**src/rtl/pipelined_doubling_adder.sv**
```systemverilog
// Pipelined Kogge-Stone adder/subtractor behind a valid/ready elastic pipeline.
// Stage 0 registers generate/propagate; each later stage resolves LVL_PER prefix levels.
module pipelined_doubling_adder #(
    parameter int unsigned WIDTH   = 16,
    parameter int unsigned LVL_PER = 1
) (
    input  logic             clk,
    input  logic             rst,
    input  logic             in_valid,
    output logic             in_ready,
    input  logic [WIDTH-1:0] a,
    input  logic [WIDTH-1:0] b,
    input  logic             cin,
    input  logic             op_sub,
    output logic             out_valid,
    input  logic             out_ready,
    output logic [WIDTH:0]   sum,
    output logic             ovf
);
    localparam int unsigned LOG2W = $clog2(WIDTH);
    localparam int unsigned NPRE  = (LOG2W + LVL_PER - 1) / LVL_PER;
    localparam int unsigned NREG  = 1 + NPRE;
    localparam int unsigned NMID  = NREG - 1;

    // Applies prefix levels lo..hi-1; bits below the level distance pass through.
    function automatic logic [2*WIDTH-1:0] prefix_levels(
        input logic [WIDTH-1:0] g_in,
        input logic [WIDTH-1:0] p_in,
        input int unsigned      lo,
        input int unsigned      hi
    );
        logic [WIDTH-1:0] g;
        logic [WIDTH-1:0] p;
        logic [WIDTH-1:0] low_mask;
        int unsigned      d;
        g = g_in;
        p = p_in;
        for (int unsigned k = 0; k < LOG2W; k++) begin
            if (k >= lo && k < hi) begin
                d        = 32'd1 << k;
                low_mask = (WIDTH'(1) << d) - WIDTH'(1);
                g        = g | (p & (g << d));
                p        = (p & (p << d)) | (p & low_mask);
            end
        end
        return {p, g};
    endfunction

    logic [WIDTH-1:0]   g_q  [NMID];
    logic [WIDTH-1:0]   p_q  [NMID];
    logic [WIDTH-1:0]   pr_q [NMID];
    logic               c0_q [NMID];
    logic               am_q [NMID];
    logic               bm_q [NMID];
    logic [2*WIDTH-1:0] pg_c [NMID];
    logic [NREG-1:0]    v;
    logic [NREG-1:0]    en;
    logic [WIDTH-1:0]   bb_c;
    logic [WIDTH-1:0]   g0_c;
    logic [WIDTH-1:0]   p0_c;
    logic               c0_c;
    logic [WIDTH-1:0]   gf_c;
    logic [WIDTH-1:0]   s_c;

    // A stage may load when it or any stage downstream of it is empty, or the sink accepts.
    always_comb begin
        en = '0;
        for (int unsigned j = 0; j < NREG; j++) begin
            en[j] = out_ready || ((~v >> j) != '0);
        end
    end

    assign in_ready  = en[0];
    assign out_valid = v[NREG-1];

    always_comb begin
        bb_c    = op_sub ? ~b : b;
        c0_c    = op_sub ? ~cin : cin;
        p0_c    = a ^ bb_c;
        g0_c    = a & bb_c;
        g0_c[0] = g0_c[0] | (p0_c[0] & c0_c);
    end

    always_comb begin
        for (int unsigned m = 0; m < NMID; m++) begin
            pg_c[m] = prefix_levels(g_q[m], p_q[m], m * LVL_PER, (m + 1) * LVL_PER);
        end
        gf_c = pg_c[NMID-1][WIDTH-1:0];
        s_c  = pr_q[NMID-1] ^ {gf_c[WIDTH-2:0], c0_q[NMID-1]};
    end

    // Valid bits and the result register are cleared by reset.
    always_ff @(posedge clk) begin
        if (rst) begin
            v   <= '0;
            sum <= '0;
            ovf <= 1'b0;
        end else begin
            if (en[0]) v[0] <= in_valid;
            for (int unsigned j = 1; j < NREG; j++) begin
                if (en[j]) v[j] <= v[j-1];
            end
            if (en[NREG-1] && v[NREG-2]) begin
                sum <= {gf_c[WIDTH-1], s_c};
                ovf <= (am_q[NMID-1] == bm_q[NMID-1]) && (s_c[WIDTH-1] != am_q[NMID-1]);
            end
        end
    end

    // Payload registers only move when a valid beat enters them.
    always_ff @(posedge clk) begin
        if (en[0] && in_valid) begin
            g_q[0]  <= g0_c;
            p_q[0]  <= p0_c;
            pr_q[0] <= p0_c;
            c0_q[0] <= c0_c;
            am_q[0] <= a[WIDTH-1];
            bm_q[0] <= bb_c[WIDTH-1];
        end
        for (int unsigned m = 1; m < NMID; m++) begin
            if (en[m] && v[m-1]) begin
                g_q[m]  <= pg_c[m-1][WIDTH-1:0];
                p_q[m]  <= pg_c[m-1][2*WIDTH-1:WIDTH];
                pr_q[m] <= pr_q[m-1];
                c0_q[m] <= c0_q[m-1];
                am_q[m] <= am_q[m-1];
                bm_q[m] <= bm_q[m-1];
            end
        end
    end
endmodule

```
**config.mk**
```make
export PLATFORM = sky130hd
export DESIGN_NAME = pipelined_doubling_adder
export DESIGN_NICKNAME = d
export VERILOG_FILES = /design/src/rtl/pipelined_doubling_adder.sv
export SDC_FILE = /design/constraint.sdc
export NUM_CORES = 1
export LEC_CHECK = 0
export ABC_AREA = 0
export CORE_MARGIN = 1.5
export CORE_UTILIZATION = 30
export DETAILED_ROUTE_END_ITERATION = 6
export PLACE_DENSITY = 0.58
export SLEW_MARGIN = 20
export SYNTH_ARGS = -nofsm -noshare
export SYNTH_HDL_FRONTEND = slang
export SYNTH_SLANG_ARGS = --single-unit
export TNS_END_PERCENT = 1
```
**constraint.sdc**
```tcl
create_clock -name clk -period 8.3 [get_ports clk]
set_input_delay 0.83 -clock clk [delete_from_list [all_inputs] [get_ports clk]]
set_output_delay 0.83 -clock clk [all_outputs]
set_load 0.02 [all_outputs]
```
==> results by group <==
Outcome
  – Status: completed

Global routing
  – First-pass GRT wire length: 16700 um
  – Initial antenna violation count: 0
  – GR Overflow Total: 0
  – GRT Total Usage: 8.97%
  – Pin count of the biggest net entering global routing: 50
  – Vias in the first global route: 3302

Setup path
  – Worst setup EP type: primary output
  – Crit-path cells: clkdlybuf4s50_1 > nor2_1 > nand4_1 > clkdlybuf4s50_1
  – Register-to-register setup slack: 6290 ps
  – Worst setup SP type: input pin
  – Most frequent CP cell: clkdlybuf4s50_1
  – Worst path bufs/invs: 2
  – Reg2Reg Capture Point: p_q[0][0]
  – Crit path max fanout: 7
  – Worst reg2reg path startpoint: v[4]
  – Arrival time worst endpoint: 2560 ps
  – Crit path required time: 7470 ps
  – Slowest-stage cell, CP: clkdlybuf4s50_1
  – Critical path class: in -> out
  – Worst r2r path cells: 4
  – Critical Path Max Stage Delay: 590 ps
  – Largest delay share family, worst path: buffers and inverters

Drt
  – First-pass DRT Iterations: 4
  – Detail Route met3 WL: 483 um
  – DRC violation total after the first TritonRoute iteration: 233
  – WL met2: 4750 um
  – Vias: 3228
  – Wirelength per Cell: 12.8 um
  – DRC: 0
  – Antenna-violating nets left: 0
  – Highest Signal Layer: met4
  – Via/cell ratio: 4.01
  – Met1 WL: 4880 um
  – Final wirelength: 10300 um

Place
  – Area of placed instances: 0.00810 mm^2
  – Port bufs: 57
  – Routability Congestion: 0.719
  – DP HPWL: 7410 um

Min path
  – Worst Hold Launch: pr_q[2][12]
  – Hold Path Stages: 0
  – Path type of the worst min-delay path: reg -> reg
  – Worst Hold Path EP: pr_q[3][12]

STA
  – Final setup violating endpoints: 0
  – Worst-Margin Slew: 1010 ps
  – Final Hold Slack: 418 ps
  – Min Clock Period, post-route: 3390 ps
  – Setup_tns: 0 ps
  – Final Cycle Share: 40.9%
  – Slew Limit Fails: 0
  – Fin. Hold Viols: 0
  – Max_slew headroom: 32.6%
  – Highest clock rate: 295 MHz
  – Clock Skew: 6.21 ps
  – Unrepaired setup endpoints after global routing: false

Final layout
  – Layout cells sized above 1: 6.58%
  – Final instance area: 0.00866 mm^2
  – Area Overhead vs Synth: 21.4%
  – # diodes: 0
  – Filler cell count: 2186
  – Nets: 529

Synth
  – Cell area after synthesis: 0.00714 mm^2
  – Yosys cell types: 25
  – Synth Instances: 404
  – Yosys synthesis warning count: 0
  – Seq cells post-synth: 197
  – Synthesized net count: 458
  – Sequential area share after synthesis: 79.7%
  – Avg Inst Size Synth: 17.7 um^2

Job
  – Number of max-cap violations: 0

Clocking
  – CTS max path bufs: 2
  – Post-CTS setup buffer count: 0
  – Post-CTS Hold Buffers: 0
  – Clock-pin slew on the worst setup and hold paths: 60 ps
  – CTS tree: done
  – CTS root buffer: clkbuf_16
  – Num CTS Buffers: 17
  – H-tree depth: 4
  – Clk sinks: 197
  – Post_cts resized: 0
  – Clock latency at the later pin of the worst-skew pair: 420 ps

Pwr
  – Worst vdd ir: 0.000147 V
  – Leakage: 2.97 nW
  – Pwr/cell area: 239 mW/mm^2

Floorplanning
  – Die area: 0.0247 mm^2
  – I/O pin count: 58
  – Placement row count: 56
  – Initial core utilization: 30.5%
  – Chip width: 157 um
  – CORE AREA: 0.0234 mm^2
  – Die height: 157 um
[logic make-up (layout without fill, tap and decap cells)]
kind of cell / Yosys count / count (layout) / synth area share (%)
AO/OA/AOI/OAI: 73 / 73 / 7.05
XOR/XNOR: 33 / 33 / 4.05
adder cells (fa/ha/maj): 16 / 16 / 2.81
buffers and inverters: 10 / 92 / 0.877
flip-flops: 197 / 197 / 79.7
AND/OR/NAND/NOR: 75 / 75 / 5.56
[worst register-to-register path, stage by stage, from the launching register on]
cell and delay [ps]:
dfxtp_1 390, nand2_1 70, nor2_1 480, nand4_1 220, and2_2 490
[cell type report]
class,count,area [um^2],share of cell area (%)
clock inverter,12,139,1.60
tap,319,399,4.61
inverter,3,11.3,0.130
sequential,197,5690,65.6
timing repair buffer,59,586,6.76
clock buffer,18,429,4.95
multi-input combinational,197,1420,16.3
[power by group]
| group | total [mW] | switching [mW] | internal (mW) | leakage, nW |
|---|---|---|---|---|
| logic | 0.0950 | 0.0433 | 0.0517 | 0.893 |
| registers | 1.19 | 0.0322 | 1.16 | 1.81 |
| clock network | 0.789 | 0.324 | 0.465 | 0.272 |
[cells in the mapped netlist]
library cell	number	share of area [%]
edfxtp_1	174	73
a21o_1	42	4.4
and2_1	35	3.1
dfxtp_1	23	6.5
a21oi_1	18	1.3
nand2_1	17	0.89
xor2_1	17	2.1
ha_1	16	2.8
nor2_1	16	0.84
xnor2_1	16	2.0
a211oi_1	10	1.1
buf_6	3	0.47
inv_1	3	0.16
buf_2	2	0.14
clkbuf_1	2	0.11
a21boi_0	1	0.11
a311oi_1	1	0.12
a31oi_1	1	0.088
and2_2	1	0.11
and2b_2	1	0.12
nand2b_4	1	0.19
nand3_1	1	0.070
nand3b_1	1	0.11
nand4_1	1	0.088
nor3_1	1	0.070
[metrics by stage]
| stage | power (mW) | worst slack [ps] | util, % | instances |
|---|---|---|---|---|
| finish | 2.07 | 4910 | 37.0 | 805 |
| detailed placement | 1.31 | 4900 | 34.6 | 775 |
| global route | 2.15 | 4740 | 37.0 | 805 |
| global placement | 1.31 | 4940 | 34.6 | 775 |
| floorplan | 1.26 | 3400 | - | 404 |
| CTS | 2.10 | 4890 | 37.0 | 805 |
[layer usage]
metal / GRT usage, % / vias to the layer above
li1: - / 1650
met1: 11.1 / 1509
met2: 13.7 / 55
met3: 2.97 / 14
met4: 5.12 / 0
met5: 0 / -
[sequential cells by signal, indices dropped and copies added (netlist names)]
register	flops
c0_q	4
pr_q	46
am_q	4
ovf	1
bm_q	4
sum	17
v	5
p_q	52
g_q	64
[worst max-delay path by stage]
stage | start | endpoint | slack, ps | depth (start not counted)
6_report | out_ready | in_ready | 4910 | 4
5_1_grt | out_ready | in_ready | 4740 | 4
4_1_cts | out_ready | in_ready | 4890 | 4
3_5_place_dp | out_ready | in_ready | 4900 | 4
3_3_place_gp | out_ready | in_ready | 4940 | 4
2_1_floorplan | out_ready | am_q[2] | 3400 | 2
[placed cells by master, fill, tap and decap left out, drive strengths merged]
cell / Yosys / routed
and2b: 1 / 1
a21oi: 18 / 18
nand2: 17 / 17
edfxtp: 174 / 174
clkinvlp: 0 / 2
a21boi: 1 / 1
nand2b: 1 / 1
clkbuf: 2 / 18
a311oi: 1 / 1
bufinv: 0 / 3
nand3b: 1 / 1
buf: 5 / 2
dfxtp: 23 / 23
nor3: 1 / 1
ha: 16 / 16
and2: 36 / 36
a31oi: 1 / 1
nand4: 1 / 1
xnor2: 16 / 16
nand3: 1 / 1
clkdlybuf4s50: 0 / 57
clkinv: 0 / 7
a211oi: 10 / 10
nor2: 16 / 16
a21o: 42 / 42
xor2: 17 / 17
inv: 3 / 3
Note: power is estimated with default switching activity, not from simulation.
